**src/rtl/fifo_stream_reader_if.sv**
```systemverilog
// Bundle of the fifo read port and the outgoing valid/ready stream.
// master = the reader (pops the fifo, drives the stream);
// slave  = the fifo plus downstream consumer side.
interface fifo_stream_reader_if #(
    parameter int DATA_WIDTH = 32
);
    logic                  fifo_empty;
    logic [DATA_WIDTH-1:0] fifo_data_out;
    logic                  fifo_read_enable;
    logic                  m_valid;
    logic                  m_ready;
    logic [DATA_WIDTH-1:0] m_data;
    logic                  m_last;

    modport master (
        input  fifo_empty, fifo_data_out, m_ready,
        output fifo_read_enable, m_valid, m_data, m_last
    );

    modport slave (
        output fifo_empty, fifo_data_out, m_ready,
        input  fifo_read_enable, m_valid, m_data, m_last
    );
endinterface

```
**src/rtl/fifo_stream_reader.sv**
```systemverilog
// Read-side companion to the interconnect fifo. Pops words (1-cycle read
// latency) into a 2-entry skid buffer and presents them as a valid/ready
// stream at up to one beat per cycle, flagging every BURST_LEN-th beat as last.
module fifo_stream_reader #(
    parameter int DATA_WIDTH = 32,
    parameter int BURST_LEN  = 4
) (
    input  logic                 clk,
    input  logic                 rst,
    input  logic                 enable,
    output logic                 busy,
    fifo_stream_reader_if.master bus
);
    localparam int            BW        = (BURST_LEN > 1) ? $clog2(BURST_LEN) : 1;
    localparam logic [BW-1:0] LAST_BEAT = BW'(BURST_LEN - 1);

    logic [DATA_WIDTH-1:0] buffer [2];
    logic [1:0]            count;
    logic                  head;
    logic                  tail;
    logic                  inflight;
    logic [BW-1:0]         beat_cnt;
    logic                  pop;
    logic [2:0]            occupancy;

    // Stream side is a pure function of the buffer state; a read is issued
    // only if the word it returns is guaranteed a free slot next cycle,
    // counting the read already in flight and the slot freed by this pop.
    always_comb begin
        pop                  = bus.m_valid && bus.m_ready;
        occupancy            = {1'b0, count} + {2'b00, inflight} - {2'b00, pop};
        bus.fifo_read_enable = !rst && enable && !bus.fifo_empty && (occupancy < 3'd2);
    end

    assign bus.m_valid = (count != 2'd0);
    assign bus.m_data  = buffer[head];
    assign bus.m_last  = bus.m_valid && (beat_cnt == LAST_BEAT);
    assign busy        = (count != 2'd0) || inflight;

    // A read issued this cycle returns data next cycle.
    always_ff @(posedge clk or posedge rst) begin
        if (rst) inflight <= 1'b0;
        else     inflight <= bus.fifo_read_enable;
    end

    // Capture returning fifo data into the tail slot.
    always_ff @(posedge clk or posedge rst) begin
        if (rst) begin
            buffer[0] <= '0;
            buffer[1] <= '0;
        end else if (inflight) begin
            buffer[tail] <= bus.fifo_data_out;
        end
    end

    // Pointer and occupancy bookkeeping; capture+pop together is a no-op on count.
    always_ff @(posedge clk or posedge rst) begin
        if (rst) begin
            head  <= 1'b0;
            tail  <= 1'b0;
            count <= 2'd0;
        end else begin
            if (inflight) tail <= ~tail;
            if (pop)      head <= ~head;
            case ({inflight, pop})
                2'b10:   count <= count + 2'd1;
                2'b01:   count <= count - 2'd1;
                default: count <= count;
            endcase
        end
    end

    // Beat position within the burst; survives enable going low.
    always_ff @(posedge clk or posedge rst) begin
        if (rst)
            beat_cnt <= '0;
        else if (pop)
            beat_cnt <= (beat_cnt == LAST_BEAT) ? '0 : beat_cnt + 1'b1;
    end

    // Sanity: capture into a full buffer with nothing leaving, or a read
    // issued against an empty fifo, would mean the issue rule is broken.
    always_ff @(posedge clk) begin
        if (!rst) begin
            assert (!(inflight && count == 2'd2 && !pop));
            assert (!(bus.fifo_read_enable && bus.fifo_empty));
        end
    end
endmodule

```
**src/flat_wrapper.sv**
```systemverilog
// flat-port wrapper written by rule: the top's interface ports become plain ports
module fifo_stream_reader_flat 
#(
    parameter int DATA_WIDTH = 32,
    parameter int BURST_LEN  = 4
)
  (clk, rst, enable, busy, bus_fifo_empty, bus_fifo_data_out, bus_m_ready, bus_fifo_read_enable, bus_m_valid, bus_m_data, bus_m_last);
  fifo_stream_reader_if #(.DATA_WIDTH(DATA_WIDTH)) bus_i ();
  input  logic clk;
  input  logic rst;
  input  logic enable;
  output logic busy;
  input wire logic [$bits(bus_i.fifo_empty)-1:0] bus_fifo_empty;
  input wire logic [$bits(bus_i.fifo_data_out)-1:0] bus_fifo_data_out;
  input wire logic [$bits(bus_i.m_ready)-1:0] bus_m_ready;
  output wire logic [$bits(bus_i.fifo_read_enable)-1:0] bus_fifo_read_enable;
  output wire logic [$bits(bus_i.m_valid)-1:0] bus_m_valid;
  output wire logic [$bits(bus_i.m_data)-1:0] bus_m_data;
  output wire logic [$bits(bus_i.m_last)-1:0] bus_m_last;
  assign bus_i.fifo_empty = bus_fifo_empty;
  assign bus_i.fifo_data_out = bus_fifo_data_out;
  assign bus_i.m_ready = bus_m_ready;
  assign bus_fifo_read_enable = bus_i.fifo_read_enable;
  assign bus_m_valid = bus_i.m_valid;
  assign bus_m_data = bus_i.m_data;
  assign bus_m_last = bus_i.m_last;
  fifo_stream_reader #(.DATA_WIDTH(DATA_WIDTH), .BURST_LEN(BURST_LEN)) u_core (.clk(clk), .rst(rst), .enable(enable), .busy(busy), .bus(bus_i));
endmodule
```
**config.mk**
```make
export PLATFORM = sky130hd
export DESIGN_NAME = fifo_stream_reader_flat
export DESIGN_NICKNAME = d
export VERILOG_FILES = /design/src/rtl/fifo_stream_reader_if.sv /design/src/rtl/fifo_stream_reader.sv /design/src/flat_wrapper.sv
export SDC_FILE = /design/constraint.sdc
export NUM_CORES = 1
export LEC_CHECK = 0
export ABC_AREA = 1
export BUFFER_PORTS_ARGS = -buffer_cell sky130_fd_sc_hd__clkbuf_2
export CAP_MARGIN = 20
export CORE_MARGIN = 2
export CORE_UTILIZATION = 50
export DETAILED_ROUTE_END_ITERATION = 6
export GPL_ROUTABILITY_DRIVEN = 0
export PLACE_DENSITY_LB_ADDON = 0.2
export SLEW_MARGIN = 20
export SYNTH_ARGS = -nofsm -noshare
export SYNTH_HDL_FRONTEND = slang
export SYNTH_SLANG_ARGS = --single-unit
```
**constraint.sdc**
```tcl
create_clock -name clk -period 6.6 [get_ports clk]
set_input_delay 0.99 -clock clk [delete_from_list [all_inputs] [get_ports clk]]
set_output_delay 0.99 -clock clk [all_outputs]
set_load 0.01 [all_outputs]
```
# After elaboration in Yosys (flattened, before gate mapping)

Cells that the tools add are included.
Widths: inputs -> output; s select.

Bitwise gates (word level): 4
Mux-type cells: 8
Equal/unequal tests: 3
$add $sub $neg: 5
Reduce and logical (&&, ||, !) cells: 11
Order comparisons: 4

Operators with widths:

| kind                | count |
|---|---|
| $mux 32             | 4 |
| $bwmux 64           | 1 |
| $demux 32 s1        | 1 |
| $logic_and 1x1->1   | 6 |
| $add 2x1->2 const B | 2 |
| $eq 2x2->1 const B  | 2 |
| $ge 2x2->1 const B  | 2 |
| $not 1->2           | 2 |
| $pmux 2 s2          | 1 |
| $reduce_bool 2->1   | 2 |
| $add 2x1->3         | 1 |
| $lt 3x2->1 const B  | 1 |
| $sub 3x1->3         | 1 |
| $eq 2x1->1 const B  | 1 |
| $logic_not 1->1     | 2 |
| $lt 2x1->1 const B  | 1 |
| $mux 2              | 1 |
| $not 1->1           | 2 |
| $sub 2x1->2 const B | 1 |
| $logic_or 1x1->1    | 1 |

Flip-flop bits (word level): 71
Logic and storage cells: 42
Input port bits: 37
Output and inout bits: 36

# Logic depth before layout (Yosys ltp)

Gate-level depths: netlist of run 1.

Depth in word-level cells: 6
Mapped depth: 7
Depth with buffers taken out: 7

# Worst setup path before layout of run 1

Ideal clock, no wire load.

Path type: input -> output
From: input port bus_m_ready
To: output port bus_fifo_read_enable
Required time: 5610 ps
Path slack: 3647 ps
Path buffers: 0
Stages on the path: 6
Arrival time: 1963 ps
Path through: nand3_1 -> nand2_1 -> nand2_1 -> fa_1 -> nand3_1 -> nor2_1

Word-level cells in the longest chain between the ends: 4

RTL lines:

| item               | RTL line                 | source |
|---|---|---|
| start: declaration | flat_wrapper.sv:15       | `input wire logic [$bits(bus_i.m_ready)-1:0] bus_m_ready;` |
| $logic_and 1x1->1  | fifo_stream_reader.sv:30 | `pop = bus.m_valid && bus.m_ready;` |
| $sub 3x1->3        | fifo_stream_reader.sv:31 | `occupancy = {1'b0, count} + {2'b00, inflight} - {2'b00, pop};` |
| $lt 3x2->1         | fifo_stream_reader.sv:32 | `bus.fifo_read_enable = !rst && enable && !bus.fifo_empty && (occupancy < 3'd2);` |
| $logic_and 1x1->1  | fifo_stream_reader.sv:32 |  |
| end: declaration   | flat_wrapper.sv:16       | `output wire logic [$bits(bus_i.fifo_read_enable)-1:0] bus_fifo_read_enable;` |

Every way passes these cells.

# Worst setup path in the final report of run 1

Ends and elaborated chain as after synthesis.

==> results of run 1 <==
sequential cells by signal, indices dropped and copies added, names as in the netlist:
name / count
u_core.buffer: 64
u_core.beat_cnt: 2
u_core.count: 2
u_core.head: 1
u_core.inflight: 1
u_core.tail: 1
worst min-delay path by stage:
stage                                     to  depth (start not counted)
after detailed placement   u_core.buffer[47]                          2
after global placement    u_core.beat_cnt[1]                          2
after CTS                  u_core.buffer[47]                          2
final                      u_core.buffer[47]                          2
after floorplan           u_core.beat_cnt[1]                          2
after global routing       u_core.buffer[53]                          2
cells in the mapped netlist:
cell type | n | area, µm²
nand2_1 | 175 | 657
dfrtp_1 | 71 | 1780
inv_1 | 40 | 150
o21ai_0 | 33 | 165
o21ai_2 | 23 | 201
clkbuf_1 | 14 | 52.6
o21ai_1 | 9 | 45.0
buf_6 | 6 | 67.6
nand3_1 | 6 | 30.0
nor2_1 | 5 | 18.8
xor2_1 | 2 | 17.5
clkinv_1 | 1 | 3.75
fa_1 | 1 | 20.0
ha_1 | 1 | 12.5
inv_2 | 1 | 3.75
or2_1 | 1 | 6.26
or2_2 | 1 | 6.26
final cells by class:
class / count / area, µm² / share of cell area
Clock buffer: 11 / 131 / 0.0348
Tap cell: 77 / 96.3 / 0.0255
Multi-Input combinational cell: 257 / 1190 / 0.315
Clock inverter: 5 / 25.0 / 0.00663
Timing Repair Buffer: 76 / 398 / 0.105
Inverter: 42 / 158 / 0.0418
Sequential cell: 71 / 1780 / 0.471
per-layer routing:
metal	track usage	share of wire
met2	0.314	0.47
met4	0.0779	0.011
met3	0.0423	0.045
met5	0	0
met1	0.246	0.48
through the flow:
step / cells / worst slack [ns] / hold slack (ns) / util
finish: 539 / 3.37 / 0.484 / 0.598
global route: 539 / 3.25 / 0.494 / 0.598
CTS: 538 / 3.36 / 0.485 / 0.594
detailed placement: 522 / 3.37 / 0.467 / 0.570
global placement: 522 / 3.40 / 0.463 / 0.570
floorplan: 390 / 3.65 / 0.446 / -
where the power goes:
group	switching [W]	internal, W
Combinational	0.000419	0.000290
Clock	0.000151	0.000133
Sequential	0.000105	0.000640
Total	0.000676	0.00106
critical path, stage by stage:
cell      delay, ns
clkbuf_2       0.13
nand3_1        0.12
nand2_1        0.08
nand2_1        0.07
fa_1           0.49
nand3_1        0.07
nor2_1         0.13
clkbuf_2       0.15
cell families after synthesis:
group                      Yosys count  synth area share
AOI/OAI and AO/OA                   65             0.127
xor gates and xnor gates             2           0.00542
adders and majority gates            2            0.0101
buffers and inverters               62            0.0859
DFF                                 71             0.549
and+or+nand+nor                    188             0.222
==> impl.org, run 1 <==
** Yosys
- The mapped netlist covers 0.00323 mm².
- Synthesis produced a netlist with a net count of 429.
- Synthesis-stage register bit count :: between 70 and 80
- Count of warnings emitted by yosys :: 0
- Of the synthesized area, sequential elements account for 0.549.
- Number of distinct library cells after synthesis :: 17
- Gate Count Post-Synth :: 390
- Mean cell area of the mapped netlist :: just over 8 µm²

** Power
- Power spread over the standard cell area amounts to approximately 460 mW/mm².
- The design draws 0.00174 W.
- Summed over all cells, the static leakage comes to 2.19 nW.
- The worst-case IR drop observed on VDD is 227 µV.

** Timing
- The number of max-slew violations in the final report is 0.
- Dividing the final minimum period by the clock period gives 0.489.
- Unrepaired setup endpoints after global routing :: no
- Maximum clock skew at final layout :: 0.00398 ns
- Slew of the pin with the lowest slew margin :: between 0.6 and 0.7 ns
- Setup violations remaining at the end of the flow were counted as 0.
- Timing would allow up to around 310 MHz.
- Final critical-path required period :: about 3.2 ns
- Fin. Hold Viols :: 0
- Relative slew slack :: 0.536
- Total Neg Setup Slack :: 0 ns

** CTS
- Clock tree synthesis selected as its root buffer the cell clkbuf_8.
- CTS saw just over 70 sinks.
- Post-CTS Resized :: 0
- TritonCTS built the clock tree.
- The H-tree generated during clock tree synthesis spans 3 levels.
- Cts-stage hold buffer count :: 0
- Counting along the longest clock path gives a buffer depth of 2.
- Setup bufs post-CTS :: 0
- Clock latency on the worst-skew pair :: around 0.33 ns
- Inserted Clock Buffers :: 9
- Clock slew seen by the registers of the worst setup and hold paths :: about 0.070 ns

** Worst setup path
- Launching point of the worst reg2reg path :: u_core.inflight
- The critical path is of the in2out type.
- Tracing the worst setup path back leads to its startpoint at bus_m_ready.
- For flop-to-flop paths, the worst setup slack is ~4.7 ns.
- Critical path launch point type :: primary input
- Number of cells on the worst reg-to-reg path :: 5
- At the worst endpoint, the arrival time is about 2.2 ns.
- The endpoint identified for the worst register-to-register timing path is u_core.buffer[59].
- Kind of end point of the critical path :: output port
- Following the worst setup path forward leads to its endpoint at bus_fifo_read_enable.
- STA puts the critical path data required time at 5.61 ns.
- Max FO, Critical Path :: 5

** Placement
- DP HPWL :: 3970 µm
- The count of buffers added on input and output ports is 72.
- Cell Area, Placed :: 0.00360 mm²

** Floorplanning
- The floorplan step set the die width to approximately 84 µm.
- The floorplan step defined a die boundary enclosing 0.00713 mm².
- After floorplanning, the core was sized to cover 0.00631 mm².
- Initial core utilization :: 0.512
- Ports placed on the boundary :: 73
- Overall die height :: roughly 84 µm
- After floorplanning, the core was divided into 29 placement rows.

** Routing
- Total number of vias :: 2571
- For this run, design rule violations remaining after detail routing come to 0.
- DRC violation total after the first TritonRoute iteration :: 145
- The count of nets left with antenna violations once routing finished came out at 0.
- Avg WL per Cell :: 11.6 µm
- Total Routed Length :: 6230 µm
- Routed via count divided by cell count :: between 4 and 5
- The first TritonRoute pass finished after 4 iterations.

** Global route
- GRT overflow :: 0
- In the global route stage, overall resource usage came out at 0.191.
- Initial antenna violation count :: 0
- The number of global-route vias before repair came to 2483.
- Entering global routing, the biggest net connects 65 pins.
- The first global-routing pass estimated 10900 µm of wire.

** Min path
- Min-Delay Startpoint :: u_core.buffer[47]
- Hold/Removal Path Class :: reg2reg

** Finish
- Count of nets after finishing :: 496
- Filler Cells Inserted :: 615
- Relative to the synthesized area, the layout overhead comes to 16.6%.
- Final cell area excluding filler cells :: 0.00377 mm²
- Share of layout cells above drive strength 1 :: 0.255
- Most frequent standard cell in the layout excluding fill and tap cells :: nand2_1
- The repair_antennas step left the layout with diodes totalling 0.
- Leaving out fill and tap cells, the most frequent cells in the layout are 174 x nand2_1, 72 x clkbuf_2, 71 x dfrtp_1.

** Outcome
- The flow ran to the end, and the final reports show no timing, DRC or antenna violations.

** Job
- Max-cap violations in this run came to 0.
Power figures use the tool's default switching activity.
==> run 2, diff against run 1 <==
CORE_UTILIZATION = 48   (was 50)
clock period = 2.6 ns   (was 6.6 ns; I/O delays follow)
==> run 2 against run 1 <==
Critical path depth unchanged. Sequential power rose to 2.5 times the previous value. Utilization up 0.99 points. Clock-buffer cell count down 1. Register-to-register slack worse by 3.6 ns. Routed wire length down 0.21%. Combinational power rose to 2.6 times the previous value. Critical path type is now reg2out. Largest cell class unchanged.
==> impl.org, run 2 (same netlist as run 1, synthesis figures left out) <==
** Timing
- Relative slew slack :: 0.731 (+0.195)
- The summed negative setup slack over all endpoints is 0 ns (unchanged).
- Share of the clock period used by the worst path :: 0.900
- Setup repair after global routing left no endpoint under its margin.
- Maximum clock skew at final layout :: 0.00558 ns (+0.00159 ns)
- Slew of the pin with the lowest slew margin :: 0.404 ns (-0.292 ns)
- Hold slack final :: 0.107 ns (-0.377 ns)
- Static timing analysis puts the maximum clock frequency at 427 MHz.
- The number of hold violations in the final report is 0 (unchanged).
- Slew Viols, Final :: 0 (unchanged)
- Counting I/O delays and the setup requirement, the final critical path takes roughly 2.3 ns.
- The total of endpoints with negative setup slack in the final report was 0 (unchanged).

** Finish
- Layout-stage area growth over the synthesis result :: 20.6%
- Filler Cells Inserted :: 616 (+0.16%)
- Count of nets after finishing :: 498 (+0.40%)
- The utilization after layout is 0.607 (+0.00994).
- Largest register FFs :: 64 (unchanged)
- Register ranked first by flip-flop count :: u_core.buffer
- In the final layout, the registers with the most flip-flops are u_core.buffer (64), u_core.beat_cnt (2), u_core.count (2).
- The fraction of final layout cells sized beyond drive strength 1 came to 0.263 (+0.00752).
- Most frequent standard cell in the layout excluding fill and tap cells :: nand2_1
- ANT cells :: 0 (unchanged)
- The top cell types in the final layout, fill and taps aside, are 174 x nand2_1, 72 x clkbuf_2, 71 x dfrtp_1.

** Floorplanning
- The die footprint came to 0.00741 mm² (+4.0%).
- Ports placed on the boundary :: 73 (unchanged)
- Placeable core area :: 0.00642 mm² (+1.7%)
- The standard-cell row count was 29 (unchanged).
- Initial core utilization :: 0.504 (-0.00868)
- The die span in y was 86.1 µm (+2.0%).
- The die width is 86.1 µm (+2.0%).

** CTS
- The maximum root-to-sink buffer count is 2 (unchanged).
- Maximum level of the CTS H-tree :: 3 (unchanged)
- TritonCTS clock tree :: built
- Clock Sink Count :: 71 (unchanged)
- Post-CTS Resized :: 0 (unchanged)
- The clock transition at the registers of the reported paths was 0.07 ns (about the same).
- Setup bufs post-CTS :: 0 (unchanged)
- The number of CTS-inserted buffers was 9 (unchanged).
- Clock latency on the worst-skew pair :: 0.33 ns (about the same)
- The count of hold buffers inserted by post-cts repair came to 0 (unchanged).
- The cell sitting at the root of the clock tree is a clkbuf_8.

** Worst setup path
- Slowest cell on the critical path :: fa_1
- STA classifies the critical path startpoint as a flop.
- The number of buffer and inverter instances along the worst setup path is 2 (unchanged).
- Worst path arrival time :: 1.95 ns (-0.29 ns)
- Kind of end point of the critical path :: output port
- Kind of critical path :: reg2out
- The delay of the slowest cell on the worst path is 0.49 ns (about the same).
- The largest fanout on the critical path was 3 (-2).
- The data required time at the worst endpoint came to 2.21 ns (-3.40 ns).
- The critical path goes through inv_1 > nand3_1 > nand2_1 > nand2_1 > fa_1 > nand3_1 > nor2_1 > clkbuf_2.
- CP top delay family :: simple AND/OR/NAND/NOR gates

** Min path
- Hold/Removal Path Class :: in2async

** Power
- The ratio of total power to cell area was 1230 mW/mm² (+170%).
- Final Power :: 0.00479 W (+180%)
- LEAKAGE :: 2.24 nW (+2.2%)
- The peak supply drop came to 575 µV (+150%).

** Global route
- Via count of the first global-routing pass :: 2442 (-1.7%)
- The total global routing overflow is 0 (unchanged).
- GRT Total Usage :: 0.183 (-0.00723)
- The wire length of the first global-routing pass came to 10800 µm (-1.6%).
- The number of antenna violations at the first check in global routing was 0 (unchanged).
- The pin count of the biggest net entering global routing came to 72 (+11%).

** Routing
- The total via count after detailed routing came to 2558 (-0.51%).
- The final wirelength is 6220 µm (-0.21%).
- The number of design-rule violations left by the first detailed-router iteration came to 141 (-2.8%).
- Avg WL per Cell :: 11.5 µm (-0.58%)
- Number of routed nets with antenna violations :: 0 (unchanged)
- Number of optimization iterations in the first detailed-route pass :: 6 (+2)
- Routed via count divided by cell count :: 4.73 (-0.87%)
- Total DRC errors in the routed layout :: 0 (unchanged)

** Outcome
- The run finished with clean final reports.

** Job
- Max-cap viol count :: 0 (unchanged)

** Placement
- The number of port buffers was 72 (unchanged).
- The HPWL after detailed placement is 4030 µm (+1.5%).
[run 2: cell types whose count changed in the layout (fill, tap and decap cells not counted)]
| cell | delta |
|---|---|
| bufinv_16 | +3 |
| clkinvlp_4 | +1 |
| buf_8 | -1 |
| clkbuf_1 | -2 |
| buf_12 | +3 |
| nand2_4 | -1 |
| clkinv_2 | -3 |
| nand2_2 | +1 |
| clkbuf_8 | +1 |
[run 2: metrics by stage]
step                      worst slack, ns  instances  area (µm²)
final                               0.260        541        3900
after global routing               0.0715        541        3900
after CTS                           0.226        541        3900
after detailed placement            0.538        525        3660
after global placement              0.587        525        3660
after floorplan                     0.413        390        3230
[run 2: layer usage]
layer  global-route usage  vias to the layer above  routed length [µm]
met3               0.0356                       10                 300
met4               0.0736                        0                 105
met2                0.289                       60                2780
met5                    0                        -                   0
li1                     -                     1332                   -
met1                0.250                     1156                3030
[run 2: final timing paths]
path | from | endpoint | slack, ns | depth (start not counted)
min in group clk | bus_fifo_data_out[0] | u_core.buffer[32] | 0.28 | 3
max | u_core.count[0] | bus_fifo_read_enable | 0.26 | 8
min reg2reg | u_core.beat_cnt[1] | u_core.beat_cnt[1] | 0.48 | 2
max reg2reg | u_core.count[0] | u_core.inflight | 1.05 | 7
min | rst | u_core.buffer[5] | 0.11 | 3
max in group asynchronous | rst | u_core.buffer[46] | 2.17 | 3
[run 2: area by class of cell]
type	instances	area [µm²]	share of cell area
Sequential cell	71	1780	0.455
Clock buffer	10	138	0.0353
Timing Repair Buffer	78	443	0.114
Inverter	42	158	0.0404
Multi-Input combinational cell	257	1180	0.303
Tap cell	77	96.3	0.0247
Clock inverter	6	108	0.0276
[run 2: where the power goes]
part | switching [W] | leakage, nW | total (W) | internal, W
logic | 0.00107 | 1.24 | 0.00184 | 0.000765
clock network | 0.000407 | 0.122 | 0.00107 | 0.000660
registers | 0.000267 | 0.872 | 0.00189 | 0.00162
total | 0.00175 | 2.24 | 0.00479 | 0.00305
[run 2: tightest hold or removal path, stage by stage]
cell      delay, ns
clkbuf_2       0.10
inv_2          0.06
buf_12         0.29
==> run 3, diff against run 2 <==
ABC_AREA = default   (was 1)
CORE_UTILIZATION = 49   (was 48)
==> run 3 against run 2 <==
Global-route usage decreased by 1.1 points. Worst setup slack got worse by 0.12 ns. Sequential share of layout area decreased by 0.33 points. Sequential power about the same. Hold slack got worse by 0.035 ns. Clock skew increased by 0.0021 ns. Area after synthesis increased by 1.0%. Cell count decreased by 32%. Clock-buffer cell count increased by 3.
==> impl.org, run 3 <==
** Global route
- The number of global-route vias before repair is 2031 (-17%).
- Maximum number of pins on one net before global-route repair :: 52 (-28%)
- The number of antenna violations at the first check in global routing was 0 (unchanged).
- First-pass GRT wire length :: 9690 µm (-9.9%)
- The overall routing resource usage is 0.172 (-0.0112).
- GRT overflow :: 0 (unchanged)

** Yosys
- Post-synth top area cell :: dfrtp_1
- Mean cell area of the mapped netlist :: 15.7 µm² (+89%)
- Commonest cells post-synth :: 71 x dfrtp_1, 65 x mux2_2, 30 x mux2_4
- Most frequent cell after synthesis :: dfrtp_1
- Number of distinct library cells after synthesis :: 27 (+10)
- Most used DFF post-synth :: dfrtp_1
- The combined area of all synthesized cells was 0.00327 mm² (+1.0%).
- The fraction of the yosys area taken by sequential cells is 0.544 (-0.00568).
- Net count of the mapped netlist :: 247 (-42%)
- The count of flip-flops with a built-in enable after synthesis came to 0 (unchanged).
- The register bit total from synthesis came to 71 (unchanged).
- The portion of synthesized cell area occupied by the leading cell type was 0.544 (-0.00568).
- By area the synthesized netlist is led by dfrtp_1 54%, mux2_2 22%, mux2_4 14%.
- The count of synthesis-stage warnings from yosys is 0 (unchanged).
- Share of synthesized flip-flops with an asynchronous set or reset :: 1.00 (unchanged)
- The count of mapped cells out of synthesis is 208 (-47%).

** Timing
- The hold slack is 0.0721 ns (-0.0349 ns).
- The headroom to the max-slew limit is 0.438 (-0.292).
- Fin. Hold Viols :: 0 (unchanged)
- The setup skew after layout came to 0.00767 ns (+0.00209 ns).
- The maximum frequency from static timing analysis came to 406 MHz (-4.9%).
- The total of endpoints with negative setup slack in the final report was 0 (unchanged).
- Final critical-path required period :: 2.46 ns (+0.121 ns)
- Share of the clock period used by the worst path :: 0.946 (+0.0464)
- Slew Viols, Final :: 0 (unchanged)
- Slew of the pin with the lowest slew margin :: 0.840 ns (+0.436 ns)
- The summed negative setup slack over all endpoints was 0 ns (unchanged).

** Worst setup path
- The data required time at the worst endpoint is 2.21 ns (about the same).
- The worst setup path is captured at an output port.
- Number of cells on the worst reg-to-reg path :: 2 (-5)
- Max FO, Critical Path :: 7 (+4)
- The worst register-to-register path begins at u_core.inflight.
- Endpoint of the most critical register-to-register path :: u_core.buffer[17]
- The worst setup path is launched from a flop.
- The arrival time of data at the critical path endpoint was 2.07 ns (+0.12 ns).
- Reg2reg setup slack :: 0.90 ns (-0.15 ns)
- Kind of critical path :: reg2out

** Floorplanning
- The die span in y was 85.7 µm (-0.49%).
- Horizontal die dimension :: 85.7 µm (-0.49%)
- Site row count :: 29 (unchanged)
- The starting utilization of the core area is 0.512 (+0.00815).
- Placeable core area :: 0.00639 mm² (-0.57%)
- The die footprint came to 0.00734 mm² (-0.97%).
- Ports placed on the boundary :: 73 (unchanged)

** Routing
- The final wirelength was 5810 µm (-6.5%).
- The detailed-route DRC error count is 0 (unchanged).
- Routed via count divided by cell count :: 5.20 (+9.9%)
- Total number of vias :: 1902 (-26%)
- Avg WL per Cell :: 15.9 µm (+38%)
- The number of design-rule violations left by the first detailed-router iteration came to 78 (-45%).
- Number of routed nets with antenna violations :: 0 (unchanged)
- Number of optimization iterations in the first detailed-route pass :: 2 (-4)

** CTS
- Clock slew seen by the registers of the worst setup and hold paths :: 0.08 ns (about the same)
- The maximum root-to-sink buffer count was 2 (unchanged).
- Maximum level of the CTS H-tree :: 3 (unchanged)
- Clock latency on the worst-skew pair :: 0.34 ns (about the same)
- Clock Sink Count :: 71 (unchanged)
- The number of CTS-inserted buffers is 9 (unchanged).
- The root buffer cell chosen for the clock tree is clkbuf_8.
- TritonCTS clock tree :: built

** Finish
- Top flop regs :: u_core.buffer (64), u_core.beat_cnt (2), u_core.count (2)
- Count of nets after finishing :: 323 (-35%)
- In the layout the commonest cells are 72 x clkbuf_2, 70 x dfrtp_1, 65 x mux2_2.
- The flip-flop count of the largest register, all copies and words added is 64 (unchanged).
- The number of antenna diodes is 0 (unchanged).
- The area growth from synthesis to layout is 20.3%.
- Most frequent standard cell in the layout excluding fill and tap cells :: clkbuf_2
- The utilization after layout came to 0.616 (+0.00835).
- u_core.buffer holds more flip-flops than any other register.
- Share of layout cells above drive strength 1 :: 0.668 (+0.405)

** Power
- The peak supply drop was 598 µV (+4.1%).
- The leakage power is 1.88 nW (-16%).
- Ratio of total power to cell area :: 1240 mW/mm² (+1.1%)

** Min path
- Hold/Removal Path Class :: in2async

** Job
- Max-cap viol count :: 0 (unchanged)

** Placement
- PortBufs :: 72 (unchanged)
- The HPWL after detailed placement came to 3790 µm (-5.9%).

** Outcome
- Outcome :: complete, no violations
## run 3: through the flow
step	power, W	cells	instance area, µm²	worst slack, ns
6_report	0.00489	366	3930	0.139
3_5_place_dp	0.00394	349	3690	0.281
3_3_place_gp	0.00389	349	3690	0.330
2_1_floorplan	0.00331	208	3270	0.282
4_1_cts	0.00496	366	3930	0.0355
5_1_grt	0.00520	366	3930	-0.00371
## run 3: power breakdown
| part | internal [W] | total [W] | switching (W) |
|---|---|---|---|
| registers | 0.00164 | 0.00192 | 0.000273 |
| clock network | 0.000593 | 0.000990 | 0.000397 |
| logic | 0.00120 | 0.00198 | 0.000779 |
## run 3: worst max-delay path, stage by stage (launching register included)
cell	delay [ns]
dfrtp_2	0.42
mux2i_1	0.25
nand2_1	0.10
fa_1	0.50
nand2_1	0.06
nor4_2	0.25
clkbuf_2	0.18
## run 3: logic make-up (layout without fill, tap and decap cells)
kind of cell,count (synthesis),count (layout),share of synthesized area
simple gates,14,14,0.0260
flops,71,71,0.544
xor+xnor,4,4,0.0107
buf+inv,15,96,0.0310
mux,98,98,0.372
fa+ha+maj,2,2,0.00995
compound gates,4,4,0.00689
## run 3: what timing repair did
| action | CTS | global route |
|---|---|---|
| buffers inserted | 1 | 0 |
| resized for setup | 0 | 2 |
| endpoints found under the hold margin | 0 | 0 |
| endpoints found under the setup margin | 1 | 1 |
| pin swaps | 0 | 0 |
| hold buffers | 0 | 0 |
## run 3: area by class of cell
type,count,area [µm²]
well taps,77,96.3
repair buffers,78,430
fillers,515,2450
inverters,2,7.51
flip-flops and latches,71,1780
multi-input cells,122,1400
clock inverters,3,65.1
clock buffers,13,159
## run 3: per-layer routing
layer  track usage  share of wire
met1         0.228           0.45
met4        0.0736          0.016
met2         0.268           0.48
met5             0              0
met3        0.0472          0.052
## run 3: worst max path at each step
stage,start,endpoint,cells past startpoint
5_1_grt,u_core.count[0],bus_fifo_read_enable,6
2_1_floorplan,u_core.count[1],bus_fifo_read_enable,7
3_3_place_gp,bus_m_ready,bus_fifo_read_enable,8
3_5_place_dp,bus_m_ready,bus_fifo_read_enable,8
6_report,u_core.count[0],bus_fifo_read_enable,6
4_1_cts,u_core.count[0],bus_fifo_read_enable,6
